[src/rtl/trace_pkg.sv]
// Shared types and constants for the cover-trace replay engine.
package trace_pkg;

    typedef enum logic [0:0] {
        IDLE = 1'b0,
        PLAY = 1'b1
    } state_e;

    localparam int unsigned STEP_CNT_W = 32;

    localparam logic [STEP_CNT_W-1:0] STEP_CNT_RST = '0;
    localparam logic [STEP_CNT_W-1:0] STEP_CNT_MAX = '1;

    // Saturating increment for the issued-entry counter.
    function automatic logic [STEP_CNT_W-1:0] sat_inc(input logic [STEP_CNT_W-1:0] v);
        return (v == STEP_CNT_MAX) ? v : v + STEP_CNT_W'(1);
    endfunction

endpackage

[src/rtl/cover_trace_player_if.sv]
// Control/trace bus between a host (master) and the replay engine (slave).
interface cover_trace_player_if #(
    parameter int unsigned IN_W   = 7,
    parameter int unsigned DEPTH  = 16,
    parameter int unsigned STEP_W = 8
);
    import trace_pkg::*;

    localparam int unsigned AW = $clog2(DEPTH);

    logic                  wr_en;
    logic [AW-1:0]         wr_addr;
    logic [IN_W-1:0]       wr_data;
    logic [AW-1:0]         last_idx;
    logic [STEP_W-1:0]     step_len;
    logic                  loop_en;
    logic                  pause;
    logic                  start;
    logic [IN_W-1:0]       pi_out;
    logic                  pi_valid;
    logic                  busy;
    logic                  done;
    logic [STEP_CNT_W-1:0] step_cnt;

    modport master (
        output wr_en, wr_addr, wr_data, last_idx, step_len, loop_en, pause, start,
        input  pi_out, pi_valid, busy, done, step_cnt
    );

    modport slave (
        input  wr_en, wr_addr, wr_data, last_idx, step_len, loop_en, pause, start,
        output pi_out, pi_valid, busy, done, step_cnt
    );

endinterface

[src/rtl/trace_mem.sv]
// DEPTH x IN_W simple dual-port trace RAM: one write port, one registered read port.
module trace_mem #(
    parameter int unsigned IN_W  = 7,
    parameter int unsigned DEPTH = 16,
    localparam int unsigned AW   = $clog2(DEPTH)
) (
    input  logic            clock,
    input  logic            we,
    input  logic [AW-1:0]   waddr,
    input  logic [IN_W-1:0] wdata,
    input  logic            re,
    input  logic [AW-1:0]   raddr,
    output logic [IN_W-1:0] rdata
);

    logic [IN_W-1:0] mem_q [DEPTH];

    // Write port.
    always_ff @(posedge clock) begin
        if (we) begin
            mem_q[waddr] <= wdata;
        end
    end

    // Read port, one cycle latency, holds its value while re is low.
    always_ff @(posedge clock) begin
        if (re) begin
            rdata <= mem_q[raddr];
        end
    end

endmodule

[src/rtl/cover_trace_player.sv]
// Replays stored primary-input vectors, one entry per (step_len+1) cycles.
// The RAM read is issued one load ahead so the output register always has the
// next entry waiting, which allows step_len=0 and gap-free wrap in loop mode.
module cover_trace_player
    import trace_pkg::*;
#(
    parameter int unsigned IN_W   = 7,
    parameter int unsigned DEPTH  = 16,
    parameter int unsigned STEP_W = 8
) (
    input  logic clock,
    input  logic reset,
    cover_trace_player_if.slave bus
);

    localparam int unsigned AW = $clog2(DEPTH);

    state_e                state_q, state_d;
    logic [AW-1:0]         last_q, last_d;
    logic [AW-1:0]         nxt_q, nxt_d;
    logic [STEP_W-1:0]     len_q, len_d;
    logic [STEP_W-1:0]     hold_q, hold_d;
    logic                  cur_last_q, cur_last_d;
    logic [IN_W-1:0]       pi_out_q, pi_out_d;
    logic                  pi_valid_q, pi_valid_d;
    logic                  busy_q, busy_d;
    logic                  done_q, done_d;
    logic [STEP_CNT_W-1:0] step_cnt_q, step_cnt_d;
    logic                  byp_vld_q, byp_vld_d;
    logic [IN_W-1:0]       byp_data_q, byp_data_d;

    logic                  mem_we_c;
    logic                  rd_en_c;
    logic [AW-1:0]         rd_addr_c;
    logic [AW-1:0]         nxt_succ_c;
    logic [IN_W-1:0]       mem_rdata;
    logic [IN_W-1:0]       rdata_c;
    logic                  load_c;

    // Writes are only accepted outside replay.
    assign mem_we_c   = bus.wr_en & ~busy_q;
    // A write landing on entry 0 in the start cycle must win over the stale read.
    assign rdata_c    = byp_vld_q ? byp_data_q : mem_rdata;
    assign nxt_succ_c = (nxt_q == last_q) ? '0 : nxt_q + AW'(1);

    trace_mem #(
        .IN_W  (IN_W),
        .DEPTH (DEPTH)
    ) u_mem (
        .clock (clock),
        .we    (mem_we_c),
        .waddr (bus.wr_addr),
        .wdata (bus.wr_data),
        .re    (rd_en_c),
        .raddr (rd_addr_c),
        .rdata (mem_rdata)
    );

    // FSM state register.
    always_ff @(posedge clock) begin
        if (reset) begin
            state_q <= IDLE;
        end else begin
            state_q <= state_d;
        end
    end

    // Next-state, entry sequencing, prefetch control and output next values.
    always_comb begin
        state_d    = state_q;
        last_d     = last_q;
        nxt_d      = nxt_q;
        len_d      = len_q;
        hold_d     = hold_q;
        cur_last_d = cur_last_q;
        pi_out_d   = pi_out_q;
        pi_valid_d = pi_valid_q;
        busy_d     = busy_q;
        done_d     = 1'b0;
        step_cnt_d = step_cnt_q;
        byp_vld_d  = byp_vld_q;
        byp_data_d = byp_data_q;
        rd_en_c    = 1'b0;
        rd_addr_c  = nxt_succ_c;
        load_c     = 1'b0;

        case (state_q)
            IDLE: begin
                rd_addr_c = '0;
                if (bus.start) begin
                    state_d    = PLAY;
                    busy_d     = 1'b1;
                    last_d     = bus.last_idx;
                    len_d      = bus.step_len;
                    nxt_d      = '0;
                    step_cnt_d = STEP_CNT_RST;
                    rd_en_c    = 1'b1;
                    byp_vld_d  = mem_we_c && (bus.wr_addr == '0);
                    byp_data_d = bus.wr_data;
                end
            end
            PLAY: begin
                if (!bus.pause) begin
                    if (!pi_valid_q) begin
                        load_c = 1'b1;
                    end else if (hold_q != '0) begin
                        hold_d = hold_q - STEP_W'(1);
                    end else if (cur_last_q && !bus.loop_en) begin
                        state_d    = IDLE;
                        busy_d     = 1'b0;
                        pi_valid_d = 1'b0;
                        done_d     = 1'b1;
                    end else begin
                        load_c = 1'b1;
                    end
                end
            end
            default: begin
                state_d = IDLE;
            end
        endcase

        if (load_c) begin
            pi_out_d   = rdata_c;
            pi_valid_d = 1'b1;
            hold_d     = len_q;
            nxt_d      = nxt_succ_c;
            cur_last_d = (nxt_q == last_q);
            step_cnt_d = sat_inc(step_cnt_q);
            rd_en_c    = 1'b1;
            byp_vld_d  = 1'b0;
        end
    end

    // Datapath and output registers.
    always_ff @(posedge clock) begin
        if (reset) begin
            last_q     <= '0;
            nxt_q      <= '0;
            len_q      <= '0;
            hold_q     <= '0;
            cur_last_q <= 1'b0;
            pi_out_q   <= '0;
            pi_valid_q <= 1'b0;
            busy_q     <= 1'b0;
            done_q     <= 1'b0;
            step_cnt_q <= STEP_CNT_RST;
            byp_vld_q  <= 1'b0;
            byp_data_q <= '0;
        end else begin
            last_q     <= last_d;
            nxt_q      <= nxt_d;
            len_q      <= len_d;
            hold_q     <= hold_d;
            cur_last_q <= cur_last_d;
            pi_out_q   <= pi_out_d;
            pi_valid_q <= pi_valid_d;
            busy_q     <= busy_d;
            done_q     <= done_d;
            step_cnt_q <= step_cnt_d;
            byp_vld_q  <= byp_vld_d;
            byp_data_q <= byp_data_d;
        end
    end

    assign bus.pi_out   = pi_out_q;
    assign bus.pi_valid = pi_valid_q;
    assign bus.busy     = busy_q;
    assign bus.done     = done_q;
    assign bus.step_cnt = step_cnt_q;

endmodule

[src/flat_wrapper.sv]
// flat-port wrapper written by rule: the top's interface ports become plain ports
module cover_trace_player_flat import trace_pkg::*;
#(
    parameter int unsigned IN_W   = 7,
    parameter int unsigned DEPTH  = 16,
    parameter int unsigned STEP_W = 8
)
  (clock, reset, bus_wr_en, bus_wr_addr, bus_wr_data, bus_last_idx, bus_step_len, bus_loop_en, bus_pause, bus_start, bus_pi_out, bus_pi_valid, bus_busy, bus_done, bus_step_cnt);
  cover_trace_player_if #(.IN_W(IN_W), .DEPTH(DEPTH), .STEP_W(STEP_W)) bus_i ();
  input  logic clock;
  input  logic reset;
  input wire logic [$bits(bus_i.wr_en)-1:0] bus_wr_en;
  input wire logic [$bits(bus_i.wr_addr)-1:0] bus_wr_addr;
  input wire logic [$bits(bus_i.wr_data)-1:0] bus_wr_data;
  input wire logic [$bits(bus_i.last_idx)-1:0] bus_last_idx;
  input wire logic [$bits(bus_i.step_len)-1:0] bus_step_len;
  input wire logic [$bits(bus_i.loop_en)-1:0] bus_loop_en;
  input wire logic [$bits(bus_i.pause)-1:0] bus_pause;
  input wire logic [$bits(bus_i.start)-1:0] bus_start;
  output wire logic [$bits(bus_i.pi_out)-1:0] bus_pi_out;
  output wire logic [$bits(bus_i.pi_valid)-1:0] bus_pi_valid;
  output wire logic [$bits(bus_i.busy)-1:0] bus_busy;
  output wire logic [$bits(bus_i.done)-1:0] bus_done;
  output wire logic [$bits(bus_i.step_cnt)-1:0] bus_step_cnt;
  assign bus_i.wr_en = bus_wr_en;
  assign bus_i.wr_addr = bus_wr_addr;
  assign bus_i.wr_data = bus_wr_data;
  assign bus_i.last_idx = bus_last_idx;
  assign bus_i.step_len = bus_step_len;
  assign bus_i.loop_en = bus_loop_en;
  assign bus_i.pause = bus_pause;
  assign bus_i.start = bus_start;
  assign bus_pi_out = bus_i.pi_out;
  assign bus_pi_valid = bus_i.pi_valid;
  assign bus_busy = bus_i.busy;
  assign bus_done = bus_i.done;
  assign bus_step_cnt = bus_i.step_cnt;
  cover_trace_player #(.IN_W(IN_W), .DEPTH(DEPTH), .STEP_W(STEP_W)) u_core (.clock(clock), .reset(reset), .bus(bus_i));
endmodule
[config.mk]
export PLATFORM = sky130hd
export DESIGN_NAME = cover_trace_player_flat
export DESIGN_NICKNAME = d
export VERILOG_FILES = /design/src/rtl/trace_pkg.sv /design/src/rtl/cover_trace_player_if.sv /design/src/rtl/trace_mem.sv /design/src/rtl/cover_trace_player.sv /design/src/flat_wrapper.sv
export SDC_FILE = /design/constraint.sdc
export NUM_CORES = 1
export LEC_CHECK = 0
export CAP_MARGIN = 20
export CORE_MARGIN = 3
export CORE_UTILIZATION = 58
export CTS_BUF_LIST = sky130_fd_sc_hd__clkbuf_16
export DETAILED_ROUTE_END_ITERATION = 10
export PLACE_DENSITY = 0.86
export SYNTH_ARGS = -nofsm -noshare
export SYNTH_HDL_FRONTEND = slang
export SYNTH_SLANG_ARGS = --single-unit
[constraint.sdc]
create_clock -name clock -period 2.7 [get_ports clock]
set_input_delay 0.675 -clock clock [delete_from_list [all_inputs] [get_ports clock]]
set_output_delay 0.675 -clock clock [all_outputs]
set_load 0.02 [all_outputs]
; After elaboration in Yosys (flattened, before gate mapping)
; Memories as Yosys holds them, arrays and structs flattened. A register that Yosys moved wholly into a read port is not among the register bits.
; Cells that the tools add are included.
[word_totals]
register_bits = 76
latch_bits = 0
ram_bits = 112
rom_bits = 0
input_bits = 29
output_inout_bits = 42
elab_cells = 88
mem_count = 1
[classes]
add_sub_neg = 3
n_mul = 0
div = 0
n_lt_le_gt_ge = 0
eq_ne = 10
n_shift = 0
n_mux = 40
n_bitwise = 4
n_reduce_logical = 17
[memory_table]
columns = name, depth, width, rd, rd_clocked_by_memory_dff, write_ports, line
row1 = u_core.u_mem.mem_q, 16, 7, 1, 1, 1, trace_mem.sv:16  ; logic [IN_W-1:0] mem_q [DEPTH];
[op_table]
columns = op, count
row1 = $mux W32, 4
row2 = $mux W8, 5
row3 = $add A32 B1 Y32 const B, 1
row4 = $eq A32 B32 Y1 const B, 1
row5 = $mux W1, 23
row6 = $mux W4, 5
row7 = $ne A2 B2 Y1 const B, 7
row8 = $reduce_bool A2 Y1, 4
row9 = $reduce_bool A8 Y1, 1
row10 = $sub A8 B1 Y8 const B, 1
row11 = $mux W7, 1
row12 = $reduce_and A2 Y1, 3
row13 = $reduce_and A5 Y1, 1
row14 = $reduce_or A5 Y1, 1
row15 = $add A4 B1 Y4 const B, 1
row16 = $eq A4 B4 Y1, 1
row17 = $logic_not A4 Y1, 1
row18 = $pmux W1 S2, 2
row19 = $reduce_and A4 Y1, 1
row20 = $not A1 Y1, 3
row21 = $reduce_and A3 Y1, 1
row22 = $logic_and A1 B1 Y1, 2
row23 = $ne A2 B1 Y1 const B, 1
row24 = $reduce_or A2 Y1, 1
row25 = other kinds (2), 2

; Longest topological paths before layout
; Gate-level depths: netlist (run 1).
[logic_depth]
depth_word = 9
mapped_depth = 10
depth_no_buf = 8

; Hierarchy
; From an unflattened synthesis (run 1), not the netlist that was laid out.
[hier_totals]
hier_cells = 665
hier_area_um2 = 8350.5
[by_module_without_submodules]
columns = mod, instances, cells_each, area_per_inst_um2, seq_area_each_um2
row1 = trace_mem, 1, 203, 4600.7, 3573.4
row2 = cover_trace_player, 1, 462, 3749.8, 1521.5

; Least setup slack after synthesis (run 1)
; Ideal clock, no wire load.
[synth_timing]
path_type = input -> register
startpoint = in bus_loop_en
endpoint = reg u_core.step_cnt_q[19] (netlist: u_core.bus.step_cnt[19])
setup_time_ns = 0.070
t_arrival_ns = 2.089
required_ns = 2.630
path_slack_ns = 0.540
cell_stages = 7
cell_sequence = nor2b_1 > nand3b_1 > a21o_1 > a22o_1 > buf_2 > or4_1 > a21oi_1
[synth_between]
elab_chain_len = 9
word_cells_on_any_way = 12
[synth_rtl]
columns = element, line
row1 = from (decl), flat_wrapper.sv:17  ; input wire logic [$bits(bus_i.loop_en)-1:0] bus_loop_en;
row2 = $logic_not A1 Y1 (*), cover_trace_player.sv:108  ; end else if (cur_last_q && !bus.loop_en) begin
row3 = $logic_and A1 B1 Y1 (*), cover_trace_player.sv:108
row4 = $mux W1 (*), cover_trace_player.sv:108
row5 = $mux W1 (*), cover_trace_player.sv:106  ; end else if (hold_q != '0) begin
row6 = $mux W1 (*), cover_trace_player.sv:104  ; if (!pi_valid_q) begin
row7 = $mux W1 (*), cover_trace_player.sv:103  ; if (!bus.pause) begin
row8 = $mux W1 (*), cover_trace_player.sv:87  ; case (state_q)
row9 = $ne A2 B2 Y1 (no source line) or $reduce_bool A2 Y1 (tied branches), -
row10 = $reduce_and A3 Y1 (no source line), -
row11 = to (signal assigned), cover_trace_player.sv:160  ; step_cnt_q <= step_cnt_d;
row12 = to (decl), cover_trace_player.sv:28  ; logic [STEP_CNT_W-1:0] step_cnt_q, step_cnt_d;
; Mark *: on every way between the ends. The rest lies on a longest branch, timed or not.
; A chain may end at the register's enable or synchronous reset.

; Worst setup path in the final report (run 1)
[layout_timing]
startpoint = reg u_core.nxt_q[0]
endpoint = reg u_core.u_mem.rdata[3], read port of u_core.u_mem.mem_q, data pin
[layout_between]
elab_chain_len = 3
word_cells_on_any_way = 4
[layout_rtl]
columns = element, line
row1 = from (decl), cover_trace_player.sv:20  ; logic [AW-1:0] nxt_q, nxt_d;
row2 = from (signal assigned), cover_trace_player.sv:152  ; nxt_q <= nxt_d;
row3 = $add A4 B1 Y4 or $eq A4 B4 Y1 (tied branches), cover_trace_player.sv:44  ; assign nxt_succ_c = (nxt_q == last_q) ? '0 : nxt_q + AW'(1);
row4 = $mux W4 (*), cover_trace_player.sv:44
row5 = $mux W4 (*), cover_trace_player.sv:87
row6 = to (decl), trace_mem.sv:13  ; output logic [IN_W-1:0] rdata
; Marked as above.

==> results of run 1 <==
## routing by layer
layer | up-vias | global-route usage (%) | wire, µm
li1 | 2914 | - | -
met1 | 3051 | 32.8 | 8140
met2 | 301 | 40.8 | 9740
met3 | 45 | 6.07 | 1590
met4 | 0 | 7.53 | 398
met5 | - | 0 | 0
## worst max-delay path: cells and delay by family (launching register included)
| kind | cells | cell delay, ns |
|---|---|---|
| AND/OR/NAND/NOR | 1 | 0.21 |
| AO/OA/AOI/OAI | 3 | 0.84 |
| XOR/XNOR | 1 | 0.28 |
| adder cells (fa/ha/maj) | 1 | 0.32 |
| buffers and inverters | 1 | 0.32 |
| flip-flops | 1 | 0.36 |
## state kept, by name (all words and copies together), names as in the netlist
name	flops
u_core.len_q	8
u_core.bus.pi_out	7
u_core.u_mem.rdata	7
u_core.byp_vld_q	1
u_core.state_q	1
u_core.bus.pi_valid	1
u_core.u_mem.mem_q	112
u_core.last_q	4
u_core.bus.step_cnt	32
u_core.bus.done	1
u_core.cur_last_q	1
u_core.nxt_q	4
u_core.hold_q	8
u_core.bus.busy	1
u_core.byp_data_q	7
## through the flow
step	instance area, µm²	cells	hold WS (ns)	setup slack (ns)	TNS, ns
global route	9970	1005	0.475	0.0202	0
finish	9970	1005	0.452	0.111	0
global placement	9400	972	0.439	0.00708	0
detailed placement	9400	972	0.444	-0.0535	-0.121
CTS	9940	1004	0.453	0.00247	0
floorplan	8270	718	0.432	0.540	0
## cells by family (layout without fill, tap and decap cells)
logic type	after synthesis	in the layout	share of synthesized area [%]
simple gates	247	247	15.0
xor+xnor	17	17	1.80
compound gates	159	159	12.4
flops	195	195	61.6
fa+ha+maj	4	4	0.605
buf+inv	44	151	2.22
mux	52	52	6.40
## cell usage in the layout (no fill, tap or decap), types with 8 or more instances in the layout
| cell type | synthesis | routed |
|---|---|---|
| nor3_1 | 18 | 17 |
| nor2_1 | 55 | 54 |
| xnor2_1 | 9 | 9 |
| or3_1 | 13 | 13 |
| nand3_1 | 20 | 20 |
| o21ai_0 | 25 | 25 |
| buf_4 | 0 | 37 |
| nand2_1 | 73 | 72 |
| xor2_1 | 8 | 8 |
| nand4_1 | 8 | 8 |
| and3_1 | 9 | 9 |
| a21oi_1 | 58 | 58 |
| edfxtp_1 | 119 | 119 |
| clkdlybuf4s50_1 | 0 | 70 |
| mux2i_1 | 45 | 45 |
| a22oi_1 | 8 | 8 |
| clkbuf_16 | 0 | 17 |
| o22ai_1 | 12 | 12 |
| nand2b_1 | 10 | 10 |
| or4_1 | 9 | 9 |
| a211oi_1 | 9 | 9 |
| dfxtp_1 | 76 | 76 |
## synthesized netlist by cell type (all sizes together) (3+ instances only)
library cell / instances / share of area (%)
nand2: 73 / 3.3
edfxtp: 119 / 43
nand2b: 10 / 0.76
clkbuf: 24 / 1.1
nand3b: 3 / 0.27
nor3: 18 / 1.1
dfxtp: 76 / 18
a32o: 6 / 0.73
o21a: 3 / 0.27
or3: 13 / 0.98
or4: 9 / 0.82
nand4: 8 / 0.60
mux2: 7 / 0.95
xnor2: 9 / 0.95
a211oi: 9 / 0.82
o21ai: 25 / 1.5
nor2: 56 / 2.6
nand3: 20 / 1.2
inv: 5 / 0.23
a21o: 3 / 0.27
nor4: 7 / 0.60
mux2i: 45 / 5.4
o22ai: 12 / 0.91
o221ai: 7 / 0.74
and2: 4 / 0.30
o211ai: 5 / 0.45
a22oi: 8 / 0.73
buf: 13 / 0.82
xor2: 8 / 0.85
a221oi: 7 / 0.74
o31ai: 5 / 0.45
a21oi: 59 / 3.6
nor2b: 3 / 0.23
ha: 4 / 0.60
and3: 9 / 0.68
and4: 7 / 0.80
## worst paths after layout
kind                                         from               endpoint  slack [ns]  depth (start not counted)
worst max-delay path              u_core.nxt_q[0]  u_core.u_mem.rdata[3]        0.11                          7
worst min-delay path            u_core.cur_last_q      u_core.cur_last_q        0.45                          2
worst max register to register    u_core.nxt_q[0]  u_core.u_mem.rdata[3]        0.11                          7
worst min register to register  u_core.cur_last_q      u_core.cur_last_q        0.45                          2
## cell type report
class / count / area, µm²
sequential: 195 / 5090
fill: 904 / 3960
multi-input combinational: 479 / 3030
timing repair buffer: 112 / 1050
clock buffer: 17 / 425
tap: 180 / 225
clock inverter: 15 / 120
inverter: 7 / 26.3
## where the power goes
part	internal, mW	switching (mW)	leakage, nW
clock	1.20	1.13	0.262
combinational	0.228	0.324	1.43
sequential	3.22	0.0474	1.70
==> impl_metrics.ini, run 1 <==
[clock_network]
root_buffer = clkbuf_16
clock_sinks = 195
postCtsHoldBufs = 0
cts_setup_buffers = 0
cts.clk_slew.worst_paths_ns = 0.07
cts_buffers = 17
cts_buffer_depth = 2
cts_tree = built
clock_latency_ns = 0.43
htreeDepth = 4
cts_resized = 0

[global_route]
antenna_found_initial = 0
grt_max_degree = 46
track_usage_pct = 24.8
grt_pass1_wl_um = 30900
grt_overflow = 0
grt_pass1_vias = 5808

[timing]
hold_viol_final = 0
finClkSkew_ns = 0.0109
setup_viol = 0
timing.fmax_mhz = 386
tightestPinTransition_ns = 0.767
finalCritPeriodShare_pct = 95.9
fin_crit_ns = 2.59
rsz0062_at_grt = false
slew_viol_final = 0
relSlewSlack_pct = 48.7

[routing]
wl_per_cell_um = 19.8
post-route-drc-count = 0
viasPerCell = 6.28
first_pass_iters = 5
drtIter0Drc = 786
drt_wl_total_um = 19900
vias = 6311
ant_nets = 0

[place]
portBuffers = 70
globalplace.congestion = 0.921
hpwl_um = 13700

[setup_path]
path_max_fanout = 31
cp_slowest_stage_delay_ns = 0.38
critPathArrivalTime_ns = 2.77
critPathKind = reg -> reg
cp-end-kind = flip-flop
cp-start-kind = flip-flop
crit_slowest_cell = a221oi_1
crit_chain = buf_6 -> ha_1 -> xor2_1 -> nand2_2 -> a221oi_1 -> o21ai_0 -> a32o_1
crit_required_ns = 2.88

[die]
rows = 43
fp.dieW_um = 125
num_io_pins = 71
die_area_um2 = 15700
die_h_um = 125
coreArea_um2 = 13900
initial_utilization_pct = 59.4

[synth]
synth-edff-count = 119
syn_inst = 718
synth-seq-area-share_pct = 61.6
ys_types = 58
synthArstFlopShare_pct = 0
yosys_warnings = 0
syn_area_um2 = 8270
synth_seq_cells = 195
avgSynthCellArea_um2 = 11.5
ys.flop_type = edfxtp_1
synth_nets = 751

[power]
power_density_nw_per_um2 = 617
peakVddDrop_mv = 0.449
p_leak_nw = 3.39
power_mw = 6.15

[finish]
fin_nets = 845
antennaDiodeCount = 0
drive_gt1_share_pct = 11.5
finalCoreUtilization_pct = 71.6
syn_to_final_growth_pct = 20.5

[job]
max_cap_viol_count = 0

[status]
status = finished clean

[min_path]
min-delay-path-class = reg -> reg
Power figures use the tool's default switching activity.
==> run 2: changes to the inputs <==
Settings changed: CORE_UTILIZATION 58 to 55, PLACE_DENSITY 0.86 to 0.74.
==> run 2 against run 1 <==
Net effect: sequential share of layout area rose by 0.11 points; routed wire length fell by 5.0%; maximum frequency rose by 2.5%; clock power rose by 2%; count of clock-buffer cells in the layout did not move; clock skew fell by 0.0036 ns; utilization fell by 3.6 points; register-to-register slack improved by 0.06 ns; die area rose by 5.2%; highest routed layer unchanged; worst setup slack improved by 0.063 ns; worst hold slack improved by 0.0040 ns; sequential power barely moved.
==> impl_metrics.ini, run 2 (synthesis results as in run 1) <==
[finish]
top_register = u_core.u_mem.mem_q
final_common_cell = edfxtp_1
syn_to_final_growth_pct = 20.3
fillers = 1053
ff_latch_area_um2 = 5090
instances_no_fill = 1008
mostFrequentLayoutCells = edfxtp_1, dfxtp_1, nand2_1, clkdlybuf4s50_1, a21oi_1
multi_input_area_um2 = 3010
postLayoutCellArea_um2 = 9950
drive_gt1_share_pct = 10.9
finalCoreUtilization_pct = 68.0
largest_register_ffs = 112
fin_nets = 844
antennaDiodeCount = 0

[routing]
drt_wl_total_um = 18900
wl_per_cell_um = 18.7
vias = 6088
post-route-drc-count = 0
ant_nets = 0
drtIter0Drc = 626
viasPerCell = 6.04
first_pass_iters = 5

[setup_path]
critPathArrivalTime_ns = 2.70
crit_required_ns = 2.88
crit_chain = xor2_1 -> o41a_1 -> nand2_1 -> nor2_1 -> a22oi_1 -> a32o_1
cp-end-kind = flip-flop
cp-start-kind = flip-flop
critPathKind = reg -> reg
cp_slowest_stage_delay_ns = 0.47
worst-path-buf-inv = 0
path_max_fanout = 9
crit_slowest_cell = xor2_1
path_delay_family = compound AO/OA/AOI/OAI gates

[timing]
timing.fmax_mhz = 396
relSlewSlack_pct = 49.1
tns_ns = 0
rsz0062_at_grt = false
tightestPinTransition_ns = 0.762
hold_viol_final = 0
setup_viol = 0
slew_viol_final = 0
hold_slack_ns = 0.456
fin_crit_ns = 2.53
finalCritPeriodShare_pct = 93.6
finClkSkew_ns = 0.00729

[global_route]
track_usage_pct = 23.5
grt_pass1_wl_um = 30200
grt_overflow = 0
antenna_found_initial = 0
grt_max_degree = 46
grt_pass1_vias = 5960

[clock_network]
postCtsHoldBufs = 0
cts_buffer_depth = 2
cts_tree = built
clock_latency_ns = 0.43
htreeDepth = 4
cts_buffers = 17
clock_sinks = 195
root_buffer = clkbuf_16
cts.clk_slew.worst_paths_ns = 0.07

[power]
power_density_nw_per_um2 = 621
p_leak_nw = 3.38
peakVddDrop_mv = 0.492

[die]
num_io_pins = 71
coreArea_um2 = 14600
rows = 44
die_h_um = 129
initial_utilization_pct = 56.5
die_area_um2 = 16600
fp.dieW_um = 129

[place]
portBuffers = 70
dp.cells = 976
dpl-instance-area_um2 = 9390
hpwl_um = 13100
globalplace.congestion = 0.872

[min_path]
min-delay-path-class = reg -> reg

[job]
max_cap_viol_count = 0

[status]
status = finished clean
==> run 2: cell types whose count changed in the layout (fill, tap and decap cells not counted), sizes merged <==
| cell | delta |
|---|---|
| clkinv | -5 |
| clkinvlp | +2 |
| inv | +2 |
| buf | -1 |
| bufinv | +1 |
==> run 2: through the flow <==
stage | worst slack [ns] | total power, mW
6_report | 0.174 | 6.18
3_5_place_dp | -0.0191 | 3.86
3_3_place_gp | 0.00777 | 3.83
5_1_grt | 0.0164 | 6.39
2_1_floorplan | 0.540 | 3.63
4_1_cts | 0.200 | 6.21
==> run 2: layout make-up <==
type | instances | area share (%)
clock buffer | 17 | 4.27
clock inverter | 15 | 1.35
inverter | 7 | 0.264
multi-input combinational | 479 | 30.2
sequential | 195 | 51.2
tap | 184 | 2.31
timing repair buffer | 111 | 10.4
==> run 2: timing repair <==
action                                  in CTS  in global routing
gates resized for setup                      0                  1
endpoints found under the setup margin       0                  4
buffers inserted                             0                  0
==> run 2: report_power, final <==
group | total (mW) | internal (mW) | switching [mW]
sequential | 3.27 | 3.22 | 0.0447
combinational | 0.532 | 0.220 | 0.312
clock | 2.38 | 1.28 | 1.11
total | 6.18 | 4.72 | 1.46
==> run 2: worst paths after layout <==
check	start	to	slack, ns	cells after the start
worst max-delay path	u_core.nxt_q[2]	u_core.u_mem.rdata[1]	0.17	6
worst max register to register	u_core.nxt_q[2]	u_core.u_mem.rdata[1]	0.17	6
worst min-delay path	u_core.byp_data_q[5]	u_core.byp_data_q[5]	0.46	2
worst min register to register	u_core.byp_data_q[5]	u_core.byp_data_q[5]	0.46	2
==> run 2: tightest hold or removal path, delay by kind of cell (launching register included) <==
| kind | cells | cell delay [ns] |
|---|---|---|
| flip-flops | 1 | 0.31 |
| AO/OA/AOI/OAI | 1 | 0.05 |
| AND/OR/NAND/NOR | 1 | 0.05 |
==> run 2: layer usage <==
layer  GRT usage (%)  vias up  part of all wire (%)
li1                -     2903                     -
met1            29.5     2916                    42
met2            39.4      235                    49
met3            5.81       34                   6.2
met4            8.89        0                   2.7
met5               0        -                     0
==> run 3: changes to the inputs <==
Settings changed: ABC_AREA from default to 1, PLACE_DENSITY 0.74 to 0.76.
==> run 3 against run 2 <==
Net effect: sequential power is essentially flat; die area is 15% higher; register-to-register slack gained 0.12 ns; count of clock-buffer cells in the layout unchanged; first-iteration DRC count up 28%; sequential share of layout area decreased by 5.5 points; combinational power grew 36%; worst hold slack improved by 0.018 ns; global-route usage up 1.8 points; synthesized area up 16%; cell count up 44%; largest power group unchanged; highest routed layer unchanged.
==> impl_metrics.ini, run 3 <==
[global_route]
antenna_found_initial = 0
track_usage_pct = 25.3
grt_pass1_vias = 7508
grt_overflow = 0
grt_pass1_wl_um = 37300
grt_max_degree = 60

[synth]
syn_area_um2 = 9560
synth_seq_cells = 195
yosys_warnings = 0
synthArstFlopShare_pct = 0
avgSynthCellArea_um2 = 8.35
synth_top_area_cell = edfxtp_1
synth-edff-count = 119
synth-seq-area-share_pct = 53.3
ys.flop_type = edfxtp_1
synth.top_cell.area_share_pct = 37.4
synth_common_cells = nand2_1, inv_1, nand3_1
yosysMostFrequentCell = nand2_1
ys_types = 41
syn_inst = 1145
synth_nets = 1178
synthTopCellsByArea = edfxtp_1, dfxtp_1, nand2_1

[timing]
fin_crit_ns = 2.41
tightestPinTransition_ns = 0.703
finalCritPeriodShare_pct = 89.2
slew_viol_final = 0
hold_slack_ns = 0.474
finClkSkew_ns = 0.0108
relSlewSlack_pct = 53.0
rsz0062_at_grt = false
tns_ns = 0
timing.fmax_mhz = 415
hold_viol_final = 0
setup_viol = 0

[setup_path]
timing.rr.start = u_core.nxt_q[1]
cp.depth = 9
r2r_setup_slack_ns = 0.29
crit_required_ns = 2.88
crit_end = u_core.u_mem.rdata[1]
cp_slowest_stage_delay_ns = 0.48
crit_chain = nand2_1 -> nand2_1 -> nor2_1 -> nand2_2 -> nand3_2 -> inv_1 -> nand3_1 -> nand3_1 -> nand2_1
worst-path-buf-inv = 1
r2r-end = u_core.u_mem.rdata[1]
ff2ff_path_depth = 9
critPathArrivalTime_ns = 2.59
cp-start-kind = flip-flop
cp-end-kind = flip-flop
setup.worst_path.start = u_core.nxt_q[1]
critPathKind = reg -> reg
path_max_fanout = 15
crit_slowest_cell = inv_1
path_delay_family = simple AND/OR/NAND/NOR gates
crit_path_frequent_cell = nand2_1

[finish]
antennaDiodeCount = 0
largest_register_ffs = 112
ff_latch_area_um2 = 5100
final_common_cell = nand2_1
postLayoutCellArea_um2 = 11200
fin_nets = 1253
syn_to_final_growth_pct = 16.7
top_register = u_core.u_mem.mem_q
fillers = 1387
drive_gt1_share_pct = 10.4
multi_input_area_um2 = 3490
mostFrequentLayoutCells = nand2_1, inv_1, nand3_1, nor2_1, edfxtp_1

[routing]
first_pass_iters = 6
drt_wl_total_um = 23300
vias = 8040
ant_nets = 0
viasPerCell = 5.53
drtIter0Drc = 801
wl_per_cell_um = 16.0
post-route-drc-count = 0

[place]
hpwl_um = 15400
globalplace.congestion = 0.922
portBuffers = 70
dpl-instance-area_um2 = 10500

[die]
coreArea_um2 = 16800
fp.dieW_um = 138
die_h_um = 138
initial_utilization_pct = 56.8
num_io_pins = 71
die_area_um2 = 19000
rows = 47

[power]
p_leak_nw = 4.42
peakVddDrop_mv = 0.495
power_density_nw_per_um2 = 593

[clock_network]
cts_buffer_depth = 2
cts_setup_buffers = 0
root_buffer = clkbuf_16
cts.clk_slew.worst_paths_ns = 0.07
clock_sinks = 195
htreeDepth = 4
clock_latency_ns = 0.44
cts_tree = built
cts_buffers = 17
postCtsHoldBufs = 0
cts_resized = 0

[status]
status = finished clean

[job]
max_cap_viol_count = 0

[min_path]
min-delay-path-class = reg -> reg
[run 3: report_power, final]
part           switching, mW  internal (mW)  total (mW)
sequential            0.0415           3.23        3.27
clock                   1.21           1.41        2.62
combinational          0.486          0.235       0.722
[run 3: stage by stage]
step | total power [mW] | util [%] | worst slack (ns) | instances
after floorplan | 3.81 | - | 0.898 | 1145
after CTS | 6.65 | 66.3 | 0.368 | 1453
after global placement | 4.03 | 62.7 | 0.370 | 1421
after detailed placement | 4.05 | 62.7 | 0.315 | 1421
final | 6.62 | 66.3 | 0.292 | 1453
after global routing | 6.87 | 66.3 | 0.0563 | 1453
[run 3: worst min path at each step]
stage                           startpoint               end  cells past startpoint
final                     u_core.last_q[0]  u_core.last_q[0]                      2
after floorplan           u_core.hold_q[2]  u_core.hold_q[2]                      2
after global placement    u_core.hold_q[2]  u_core.hold_q[2]                      2
after CTS                 u_core.last_q[0]  u_core.last_q[0]                      2
after detailed placement  u_core.last_q[0]  u_core.last_q[0]                      2
after global routing      u_core.last_q[0]  u_core.last_q[0]                      2
[run 3: per-layer routing]
metal	vias to the layer above	global-route usage (%)	wire, µm
met3	60	4.75	1530
met4	0	10.3	662
li1	3932	-	-
met5	-	0	0
met2	294	40.2	11100
met1	3754	34.3	9960
[run 3: cell families after synthesis]
| logic type | synth area share (%) |
|---|---|
| and+or+nand+nor | 28.6 |
| adders and majority gates | 0.524 |
| DFF | 53.3 |
| buffers and inverters | 10.2 |
| AOI/OAI and AO/OA | 6.38 |
| xor gates and xnor gates | 1.01 |
[run 3: tightest hold or removal path, stage by stage (launching register included)]
cell and delay, ns:
dfxtp_1 0.31, inv_1 0.06, a21oi_1 0.05
[run 3: final cells by class]
cell class / count / share of cell area [%]
flip-flops and latches: 195 / 45.7
multi-input cells: 714 / 31.3
repair buffers: 109 / 8.86
inverters: 183 / 6.18
clock buffers: 17 / 3.81
well taps: 220 / 2.47
clock inverters: 15 / 1.70
